--- src/rtl/bit_serializer.sv ---
// -----------------------------------------------------------------------------
// bit_serializer
//   Accepts a parallel byte over a valid/ready handshake and shifts it out
//   MSB first on a single-bit stream. Each bit is held for CLK_DIV cycles.
//   A new byte may be accepted in the final cycle of a frame's last bit, so
//   back-to-back frames run with no idle gap.
//
//   Optional feature: define SER_PARITY_EN to append an even-parity bit
//   (XOR of the eight data bits) after din[0]. Frames are then nine bits long,
//   and the ready window moves to the parity bit's final cycle.
//
//   All outputs come straight from flops. Their next values are derived from
//   the next-state values, so no combinational path runs from din to sout.
// -----------------------------------------------------------------------------
module bit_serializer #(
    parameter int unsigned CLK_DIV = 4
) (
    input  logic       clk,
    input  logic       rst,
    input  logic [7:0] din,
    input  logic       din_valid,
    output logic       din_ready,
    output logic       sout,
    output logic       sout_valid,
    output logic       busy
);

    // Divide counter runs 0..CLK_DIV-1; bit advances on terminal count.
    localparam int unsigned           DIV_W    = $clog2(CLK_DIV + 1);
    localparam logic [DIV_W-1:0]      DIV_LAST = DIV_W'(CLK_DIV - 1);
    localparam logic [DIV_W-1:0]      DIV_ZERO = DIV_W'(0);
    localparam logic [DIV_W-1:0]      DIV_ONE  = DIV_W'(1);

`ifdef SER_PARITY_EN
    // Nine-bit frame: data bits 0..7, parity bit at index 8.
    localparam int unsigned           BIT_W    = 4;
    localparam logic [BIT_W-1:0]      BIT_LAST = 4'd8;
`else
    // Eight-bit frame: a 3-bit index covers it exactly.
    localparam int unsigned           BIT_W    = 3;
    localparam logic [BIT_W-1:0]      BIT_LAST = 3'd7;
`endif
    localparam logic [BIT_W-1:0]      BIT_ZERO = BIT_W'(0);
    localparam logic [BIT_W-1:0]      BIT_ONE  = BIT_W'(1);

    typedef enum logic [0:0] {
        ST_IDLE  = 1'b0,
        ST_SHIFT = 1'b1
    } state_t;

`ifdef SER_PARITY_EN
    // Even parity over the data byte: the appended bit makes the total
    // number of ones in the nine-bit frame even.
    function automatic logic even_parity(input logic [7:0] data);
        return ^data;
    endfunction
`endif

    // ------------------------------------------------------------------
    // State and datapath registers
    // ------------------------------------------------------------------
    state_t             state_q,      state_d;
    logic [7:0]         shreg_q,      shreg_d;
    logic [BIT_W-1:0]   bit_cnt_q,    bit_cnt_d;
    logic [DIV_W-1:0]   div_cnt_q,    div_cnt_d;
`ifdef SER_PARITY_EN
    logic               parity_q,     parity_d;
`endif

    // Registered outputs
    logic               sout_q,       sout_d;
    logic               sout_valid_q, sout_valid_d;
    logic               busy_q,       busy_d;
    logic               din_ready_q,  din_ready_d;

    // Handshake and decode helpers
    logic               accept_s;
    logic               div_tc_s;
    logic               last_bit_s;
    logic               cur_bit_s;

    // A byte is taken only when the producer offers it and ready is
    // already showing; ready is a flop, so this never depends on din_valid
    // feeding back into itself.
    assign accept_s   = din_valid && din_ready_q;
    assign div_tc_s   = (div_cnt_q == DIV_LAST);
    assign last_bit_s = (bit_cnt_q == BIT_LAST);

    // Next-state logic: load on accept, count within a bit, step bits,
    // and either chain into the next frame or fall back to IDLE.
    always_comb begin
        state_d   = state_q;
        shreg_d   = shreg_q;
        bit_cnt_d = bit_cnt_q;
        div_cnt_d = div_cnt_q;
`ifdef SER_PARITY_EN
        parity_d  = parity_q;
`endif
        case (state_q)
            ST_IDLE: begin
                if (accept_s) begin
                    state_d   = ST_SHIFT;
                    shreg_d   = din;
                    bit_cnt_d = BIT_ZERO;
                    div_cnt_d = DIV_ZERO;
`ifdef SER_PARITY_EN
                    parity_d  = even_parity(din);
`endif
                end else begin
                    state_d   = ST_IDLE;
                end
            end
            ST_SHIFT: begin
                if (!div_tc_s) begin
                    // Still holding the current bit.
                    div_cnt_d = div_cnt_q + DIV_ONE;
                end else if (!last_bit_s) begin
                    // Terminal count of a non-final bit: step to the next one.
                    div_cnt_d = DIV_ZERO;
                    bit_cnt_d = bit_cnt_q + BIT_ONE;
                    shreg_d   = {shreg_q[6:0], 1'b0};
                end else if (accept_s) begin
                    // Final cycle of the frame and a new byte arrives:
                    // chain straight into the next frame.
                    state_d   = ST_SHIFT;
                    shreg_d   = din;
                    bit_cnt_d = BIT_ZERO;
                    div_cnt_d = DIV_ZERO;
`ifdef SER_PARITY_EN
                    parity_d  = even_parity(din);
`endif
                end else begin
                    // Frame complete with nothing waiting.
                    state_d   = ST_IDLE;
                    shreg_d   = 8'h00;
                    bit_cnt_d = BIT_ZERO;
                    div_cnt_d = DIV_ZERO;
`ifdef SER_PARITY_EN
                    parity_d  = 1'b0;
`endif
                end
            end
            default: begin
                state_d   = ST_IDLE;
                shreg_d   = 8'h00;
                bit_cnt_d = BIT_ZERO;
                div_cnt_d = DIV_ZERO;
`ifdef SER_PARITY_EN
                parity_d  = 1'b0;
`endif
            end
        endcase
    end

    // Output decode from the next state, so each output flop carries exactly
    // what the state registers will represent after the same edge.
    always_comb begin
`ifdef SER_PARITY_EN
        if (bit_cnt_d == BIT_LAST) begin
            cur_bit_s = parity_d;
        end else begin
            cur_bit_s = shreg_d[7];
        end
`else
        cur_bit_s = shreg_d[7];
`endif
        if (state_d == ST_SHIFT) begin
            sout_valid_d = 1'b1;
            busy_d       = 1'b1;
            sout_d       = cur_bit_s;
            din_ready_d  = (div_cnt_d == DIV_LAST) && (bit_cnt_d == BIT_LAST);
        end else begin
            // IDLE drives a quiet zero so the downstream detector sees nothing.
            sout_valid_d = 1'b0;
            busy_d       = 1'b0;
            sout_d       = 1'b0;
            din_ready_d  = 1'b1;
        end
    end

    // State, datapath and output registers with synchronous reset.
    always_ff @(posedge clk) begin
        if (rst) begin
            state_q      <= ST_IDLE;
            shreg_q      <= 8'h00;
            bit_cnt_q    <= BIT_ZERO;
            div_cnt_q    <= DIV_ZERO;
`ifdef SER_PARITY_EN
            parity_q     <= 1'b0;
`endif
            sout_q       <= 1'b0;
            sout_valid_q <= 1'b0;
            busy_q       <= 1'b0;
            din_ready_q  <= 1'b1;
        end else begin
            state_q      <= state_d;
            shreg_q      <= shreg_d;
            bit_cnt_q    <= bit_cnt_d;
            div_cnt_q    <= div_cnt_d;
`ifdef SER_PARITY_EN
            parity_q     <= parity_d;
`endif
            sout_q       <= sout_d;
            sout_valid_q <= sout_valid_d;
            busy_q       <= busy_d;
            din_ready_q  <= din_ready_d;
        end
    end

    assign sout       = sout_q;
    assign sout_valid = sout_valid_q;
    assign busy       = busy_q;
    assign din_ready  = din_ready_q;

endmodule

--- config.mk ---
export PLATFORM = sky130hd
export DESIGN_NAME = bit_serializer
export DESIGN_NICKNAME = d
export VERILOG_FILES = /design/src/rtl/bit_serializer.sv
export SDC_FILE = /design/constraint.sdc
export NUM_CORES = 1
export LEC_CHECK = 0
export CORE_MARGIN = 1.5
export CORE_UTILIZATION = 45
export DETAILED_ROUTE_END_ITERATION = 8
export PLACE_DENSITY = 0.83
export SLEW_MARGIN = 20
export SYNTH_ARGS = -nofsm -noshare
export SYNTH_HDL_FRONTEND = slang
export SYNTH_SLANG_ARGS = --single-unit
--- constraint.sdc ---
create_clock -name clk -period 1.65 [get_ports clk]
set_input_delay 0.33 -clock clk [delete_from_list [all_inputs] [get_ports clk]]
set_output_delay 0.33 -clock clk [all_outputs]
set_load 0.02 [all_outputs]
# == Word-level counts from Yosys, hierarchy flattened ==
# Index checks and enable logic that the tools add are counted.
# op_classes
n_bitwise,2
n_div,0
add_sub_neg,2
n_shift,0
magnitude_cmp,0
multipliers,0
reduce_logical,4
n_eq_ne,6
mux,17
# op_table
op,n
$mux W8,4
$pmux W8 S2,1
$mux W3,5
$pmux W3 S2,2
$add A3 B1 Y3 const B,2
$eq A3 B2 Y1 const B,2
$eq A3 B3 Y1 const B,2
$mux W1,4
$logic_and A1 B1 Y1,2
$ne A2 B1 Y1 const B,1
$ne A2 B2 Y1 const B,1
$not A1 Y1,2
$pmux W1 S2,1
$reduce_and A2 Y1,1
$reduce_or A2 Y1,1
# word_totals
memories,0
inputBits,11
ramBits,0
romBits,0
word_cells,39
latch_bits,0
out_inout_bits,4
register_bits,18

# == Logic depth before layout (Yosys ltp) ==
# Gate-level depths: netlist of run 1.
# logic_depth
word_depth,7
depth_mapped,6
ltp_nobuf,6

# == Least setup slack after synthesis of run 1 ==
# OpenSTA, ideal clock, no wires.
# synth_timing
path_type,register to register
startpoint,reg bit_cnt_q[0]
endpoint,reg din_ready_q (netlist: din_ready)
stages_incl_launch_ff,7
path_slack_ns,0.058
arrival_time_ns,1.470
setup_ns,0.122
cell_sequence,dfxtp_1 > ha_1 > ha_1 > inv_1 > o21ai_0 > and2_2 > a311o_1
# synth_via
elab_chain_cells,6
elab_cells_between_ends,13
# synth_rtl
element,line,source
start: declaration,64,"logic [BIT_W-1:0] bit_cnt_q, bit_cnt_d;"
start signal: assignment,198,bit_cnt_q <= bit_cnt_d;
$add A3 B1 Y3 or $eq A3 B3 Y1 (tied branches),"120, 87",
$mux W3 or $mux W1 (tied branches),117,end else if (!last_bit_s) begin
$mux W3 or $mux W1 (tied branches),114,if (!div_tc_s) begin
$pmux W3 S2 or $pmux W1 S2 (tied branches),99,case (state_q)
$eq A3 B3 Y1 or $not A1 Y1 (tied branches),n/a,
$logic_and A1 B1 Y1 or $reduce_or A2 Y1 (tied branches),n/a,
end signal: assignment,206,din_ready_q <= din_ready_d;
end: declaration,74,"logic din_ready_q, din_ready_d;"
# Several ways; a longest one is shown, not always the timed one.
# A chain may end at the register's enable or synchronous reset.

# == Final worst setup path of run 1 ==
# layout_timing
startpoint,reg bit_cnt_q[1]
endpoint,reg din_ready_q (netlist: din_ready)
# The elaborated chain is that of the path after synthesis.

==> results.cfg, run 1 <==
[timing]
finalHoldViolCount = 0
period_needed_ns = 1.61
setup_ws_ns = 0.0385
report.final.slew_viol_count = 0
tightest_slew_ns = 0.365
fin_crit_sh_pct = 97.7
finClkSkew_ns = 0.00145
setup_viol = 0
timing.fmax_ghz = 0.621
slew_headroom_pct = 75.0
setup-tns-final_ns = 0

[placement]
portBuffers = 14
pre_cts_slack_ns = -0.0944
gp_congestion = 0.862
dpl_cell_area_um2 = 1090
hpwl_um = 1430

[logic_synthesis]
synth_seq_area_share_pct = 41.1
synth.area.top_cells = dfxtp_1, a221oi_1, nor3_1, nor2_1, ha_1
synth_area_um2 = 828
synthesis.instances = 93
synth_area_leader_cell = dfxtp_1
synth.avg_cell_area_um2 = 8.91
ys_seq_elements = 17
synth_nets = 107
synth_cell_types = 33
yosysTopAreaCellShare_pct = 41.1
ys_warn_count = 0

[die]
die_h_um = 45.9
io_pins = 15
core_area_um2 = 1730
fp-row-count = 15
die_area_um2 = 2110
initial_utilization_pct = 48.0
die_w_um = 45.9

[cts]
post_cts_buffers = 0
cts_root_buf = clkbuf_4
cts.path.max_buffers = 2
holdBufCountCts = 0
htree_levels = 1
clk_pin_slew_ns = 0.10
cts.sink_count = 17
clkLatencyLatePin_ns = 0.29
cts_tree = yes
cts-buffers-inserted = 3

[critical_path]
cp_slowest_cell = dfxtp_2
rrSetupSlack_ns = 0.04
critical_path.startpoint_type = register
cpPeakStageDelay_ns = 0.36
cp_num_buf_inv = 0
crit_type = reg -> reg
end_kind = register
critPathArrivalTime_ns = 1.80
r2r-start = bit_cnt_q[1]
cp_top_family = compound AO/OA/AOI/OAI gates
crit_start = bit_cnt_q[1]
crit_chain = ha_2 -> ha_2 -> and2b_1 -> a32o_1 -> a311o_1
cp_common_cell = ha_2
worst-path-max-fanout = 3
worstPathRequired_ns = 1.84

[layout]
fin_util_pct = 65.2
syn_to_final_growth_pct = 36.0
drive_above_1_share_pct = 25.4
antenna_cells = 0
fin_area_um2 = 1130
fin_nets = 137

[flow_run]
max_cap_viol_count = 0

[hold_path]
min_path_type = reg -> reg
hp-start = shreg_q[0]

[drt]
vias = 784
wire_per_inst_um = 12.7
ant_nets = 0
dr.pass1.iters = 4
drc_errors = 0
drtIter0Drc = 30
via_per_inst = 5.33
drt-total-wl_um = 1870

[outcome]
outcome = finished, final reports clean

[global_route]
grt_usage_pct = 19.9
antenna_found_initial = 0
grt_max_degree = 11
grt_pass1_wl_um = 2950
first_global_vias = 716
grt_overflow = 0

[pwr]
p_total_uw = 846
p_leak_uw = 0.000476
powerDensity_nw_per_um2 = 751
peakVddDrop_uv = 501
timing repair:
action	in CTS	in global routing
setup endpoints to repair	2	9
gates resized for setup	2	7
hold endpoints to repair	0	0
cell families (layout without fill, tap and decap cells):
logic type	Yosys count	count (layout)	synth area share (%)
simple gates	41	41	27.3
compound gates	24	24	20.7
flops	17	17	41.1
buf+inv	6	35	3.78
fa+ha+maj	3	3	4.53
mux	2	2	2.57
power by group:
| group | internal [uW] | leakage, uW | total (uW) | switching (uW) |
|---|---|---|---|---|
| logic | 94.6 | 0.000318 | 175 | 80.7 |
| clock network | 90.2 | 0.0000177 | 219 | 129 |
| registers | 436 | 0.000140 | 452 | 16.1 |
worst reg2reg max path, stage by stage, from the launching register on:
cell	delay, ns
dfxtp_2	0.36
ha_2	0.18
ha_2	0.27
and2b_1	0.15
a32o_1	0.21
a311o_1	0.34
cell usage in the layout, fill, tap and decap left out, types with 2 or more instances in the layout:
cell / count
a211oi_1: 2
a21oi_1: 6
a221oi_1: 6
and2_2: 2
buf_4: 15
clkbuf_4: 3
clkdlybuf4s50_1: 11
dfxtp_1: 15
dfxtp_2: 2
dlygate4sd2_1: 2
ha_2: 3
inv_1: 2
nand2_1: 6
nand3b_1: 2
nor2_1: 12
nor2b_1: 2
nor3_1: 9
o21ai_0: 2
o21ai_1: 2
state kept, by name (all words and copies together) (netlist names):
signal and cells:
div_cnt_q 3, sout 1, state_q 1, shreg_q 8, bit_cnt_q 3, din_ready 1
layer usage:
metal  global-route usage, %  up-vias  part of all wire (%)
met5                       0        -                     0
met4                    10.3        0                   1.8
met3                    2.38        4                   4.4
met2                    34.7       22                    50
met1                    23.3      357                    44
li1                        -      401                     -
path summary, 6_finish.rpt:
path / depth (start not counted) / to
worst min-delay path: 2 / shreg_q[0]
worst max-delay path: 5 / din_ready
worst min register to register: 2 / shreg_q[0]
worst max register to register: 5 / din_ready
stage by stage:
step           cells  hold WS, ns
6_report         147        0.465
5_1_grt          147        0.508
4_1_cts          147        0.475
3_5_place_dp     143        0.461
3_3_place_gp     143        0.457
2_1_floorplan     93        0.409
area by class of cell:
cell class / count / area, um^2
clock inverter: 1 / 5.00
fill: 154 / 601
timing repair buffer: 29 / 253
clock buffer: 3 / 22.5
tap: 25 / 31.3
sequential: 17 / 343
multi-input combinational: 70 / 464
inverter: 2 / 7.51
cells in the mapped netlist, drive strengths merged:
cell type / count
nand2: 6
ha: 3
mux2i: 1
a211o: 1
and3: 1
clkbuf: 1
a311o: 1
mux2: 1
a21oi: 7
nand3b: 3
o21a: 1
nor3: 9
nand3: 1
a32o: 1
nor2: 13
a2111oi: 1
nand4: 1
and2b: 2
a211oi: 2
buf: 3
a221oi: 6
inv: 2
nand2b: 1
o21ai: 4
nor2b: 2
dfxtp: 17
and2: 2
Power figures use the tool's default switching activity.
==> inputs of run 2 (changes only) <==
- ABC_AREA: unset -> 1
- CORE_UTILIZATION: 45 -> 46
- GPL_TIMING_DRIVEN: unset -> 0
==> results.cfg, run 2 <==
[cts]
cts_tree = yes
cts-buffers-inserted = 3
holdBufCountCts = 0
cts_root_buf = clkbuf_4
htree_levels = 1
clkLatencyLatePin_ns = 0.29
cts.path.max_buffers = 2
clk_pin_slew_ns = 0.09
cts.sink_count = 17

[logic_synthesis]
synthesis.instances = 133
ys_warn_count = 0
synth.most_common_cell = nand2_1
ys_seq_elements = 17
synth_seq_area_share_pct = 37.2
synth_nets = 147
synth_cell_types = 17
yosysTopAreaCellShare_pct = 37.2
synth_area_leader_cell = dfxtp_1
ys.flop_type = dfxtp_1
synth_area_um2 = 916
synth.area.top_cells = dfxtp_1, o21ai_0, nand2_1, inv_1, a21oi_1
async_flop_share_pct = 0
synth_common_cells = nand2_1, inv_1, o21ai_0, dfxtp_1, nor2_1
synth_enable_flop_cells = 0
synth.avg_cell_area_um2 = 6.89

[drt]
wire_per_inst_um = 12.0
drtIter0Drc = 25
vias = 930
drt-total-wl_um = 2090
via_per_inst = 5.31
dr.pass1.iters = 4
drc_errors = 0
ant_nets = 0

[timing]
period_needed_ns = 1.55
timing.fmax_ghz = 0.646
finalHoldViolCount = 0
slew_headroom_pct = 69.6
fin_crit_sh_pct = 93.8
setup-tns-final_ns = 0
tightest_slew_ns = 0.456
rsz0062_at_grt = no
setup_ws_ns = 0.102
setup_viol = 0
finClkSkew_ns = 0.00292
report.final.slew_viol_count = 0

[flow_run]
max_cap_viol_count = 0

[die]
die_h_um = 47.6
die_w_um = 47.6
initial_utilization_pct = 50.8
core_area_um2 = 1800
die_area_um2 = 2270
fp-row-count = 15
io_pins = 15

[layout]
largest_reg_flops = 8
antenna_cells = 0
fin_area_um2 = 1110
drive_above_1_share_pct = 9.33
max_flop_register = shreg_q
top_regs = shreg_q (8), bit_cnt_q (3), div_cnt_q (3)
num-fill-cells = 173
seqCellArea_um2 = 342
mostFrequentLayoutCell = nand2_1
fin_nets = 165
multi_input_area_um2 = 454
mostFrequentLayoutCells = nand2_1, inv_1, o21ai_0
syn_to_final_growth_pct = 20.8

[global_route]
grt_overflow = 0
first_global_vias = 859
grt_max_degree = 11
antenna_found_initial = 0
grt_pass1_wl_um = 3490
grt_usage_pct = 22.3

[placement]
pre_cts_slack_ns = 0.0117
hpwl_um = 1540
gp_congestion = 0.799
dpl_cell_area_um2 = 1080
portBuffers = 13

[critical_path]
cpPeakStageDelay_ns = 0.60
critical_path.startpoint_type = register
worstPathRequired_ns = 1.32
cp_top_family = buffers and inverters
worst-path-max-fanout = 1
crit_type = reg -> out
end_kind = output pin
cp_num_buf_inv = 1
critPathArrivalTime_ns = 1.22
cp_slowest_cell = clkdlybuf4s50_1
crit_chain = clkdlybuf4s50_1

[pwr]
p_clk_share_pct = 26.7
p_switching_uw = 226
peakVddDrop_uv = 517
seqPwrFrac_pct = 55.1
netSwitchingFraction_pct = 27.5
powerDensity_nw_per_um2 = 744
power.internal_uw = 597
comb_power_share_pct = 18.2
p_leak_uw = 0.000509

[hold_path]
min_path_type = in -> reg

[outcome]
outcome = finished, final reports clean
-- run 2: kinds of logic (layout without fill, tap and decap cells) --
family | after synthesis | after routing | share of synthesized area, %
flip-flops | 17 | 17 | 37.2
adder cells (fa/ha/maj) | 3 | 3 | 4.10
AO/OA/AOI/OAI | 37 | 37 | 22.3
AND/OR/NAND/NOR | 48 | 48 | 23.2
buffers and inverters | 28 | 45 | 13.3
-- run 2: worst paths after layout --
check	start	end	slack (ns)	depth (start not counted)
worst min register to register	shreg_q[0]	shreg_q[0]	0.51	2
worst min-delay path	rst	shreg_q[7]	0.43	2
worst max-delay path	sout	sout	0.10	1
worst max register to register	bit_cnt_q[0]	shreg_q[6]	0.20	6
-- run 2: repair_timing --
action                                  CTS  global route
gates resized for setup                   3             3
endpoints found under the setup margin    2             6
endpoints found under the hold margin     0             0
buffers inserted                          0             0
-- run 2: routing by layer --
| layer | part of all wire [%] | track usage, % |
|---|---|---|
| met5 | 0 | 0 |
| met4 | 1.6 | 13.5 |
| met3 | 5.8 | 2.26 |
| met2 | 50 | 38.4 |
| met1 | 42 | 26.5 |
-- run 2: cell type report --
cell class                      instances  area share (%)
Buffer                                  6            3.62
Clock buffer                            4            2.38
Inverter                               22            7.47
Multi-Input combinational cell         88            41.1
Sequential cell                        17            30.9
Tap cell                               25            2.83
Timing Repair Buffer                   13            11.8
-- run 2: worst reg2reg max path, cell delays in order, from the launching register on --
cell      delay (ns)
dfxtp_1         0.37
ha_1            0.16
ha_1            0.26
clkbuf_2        0.25
o21ai_0         0.11
o211ai_1        0.10
a21oi_1         0.09
-- run 2: power by group through the flow --
stage | clock network (uW) | registers [uW] | logic, uW
final | 220 | 454 | 150
after global routing | 235 | 457 | 167
after CTS | 225 | 454 | 150
after detailed placement | 0 | 463 | 151
after global placement | 0 | 461 | 147
after floorplan | 0 | 466 | 86.6
-- run 2: per-stage QoR --
stage	total power (uW)	hold slack [ns]	std cells	util, %
5_1_grt	860	0.449	175	61.4
4_1_cts	829	0.423	175	61.2
3_5_place_dp	614	0.498	171	59.8
6_report	823	0.426	175	61.4
3_3_place_gp	608	0.482	171	59.8
2_1_floorplan	552	0.462	133	-
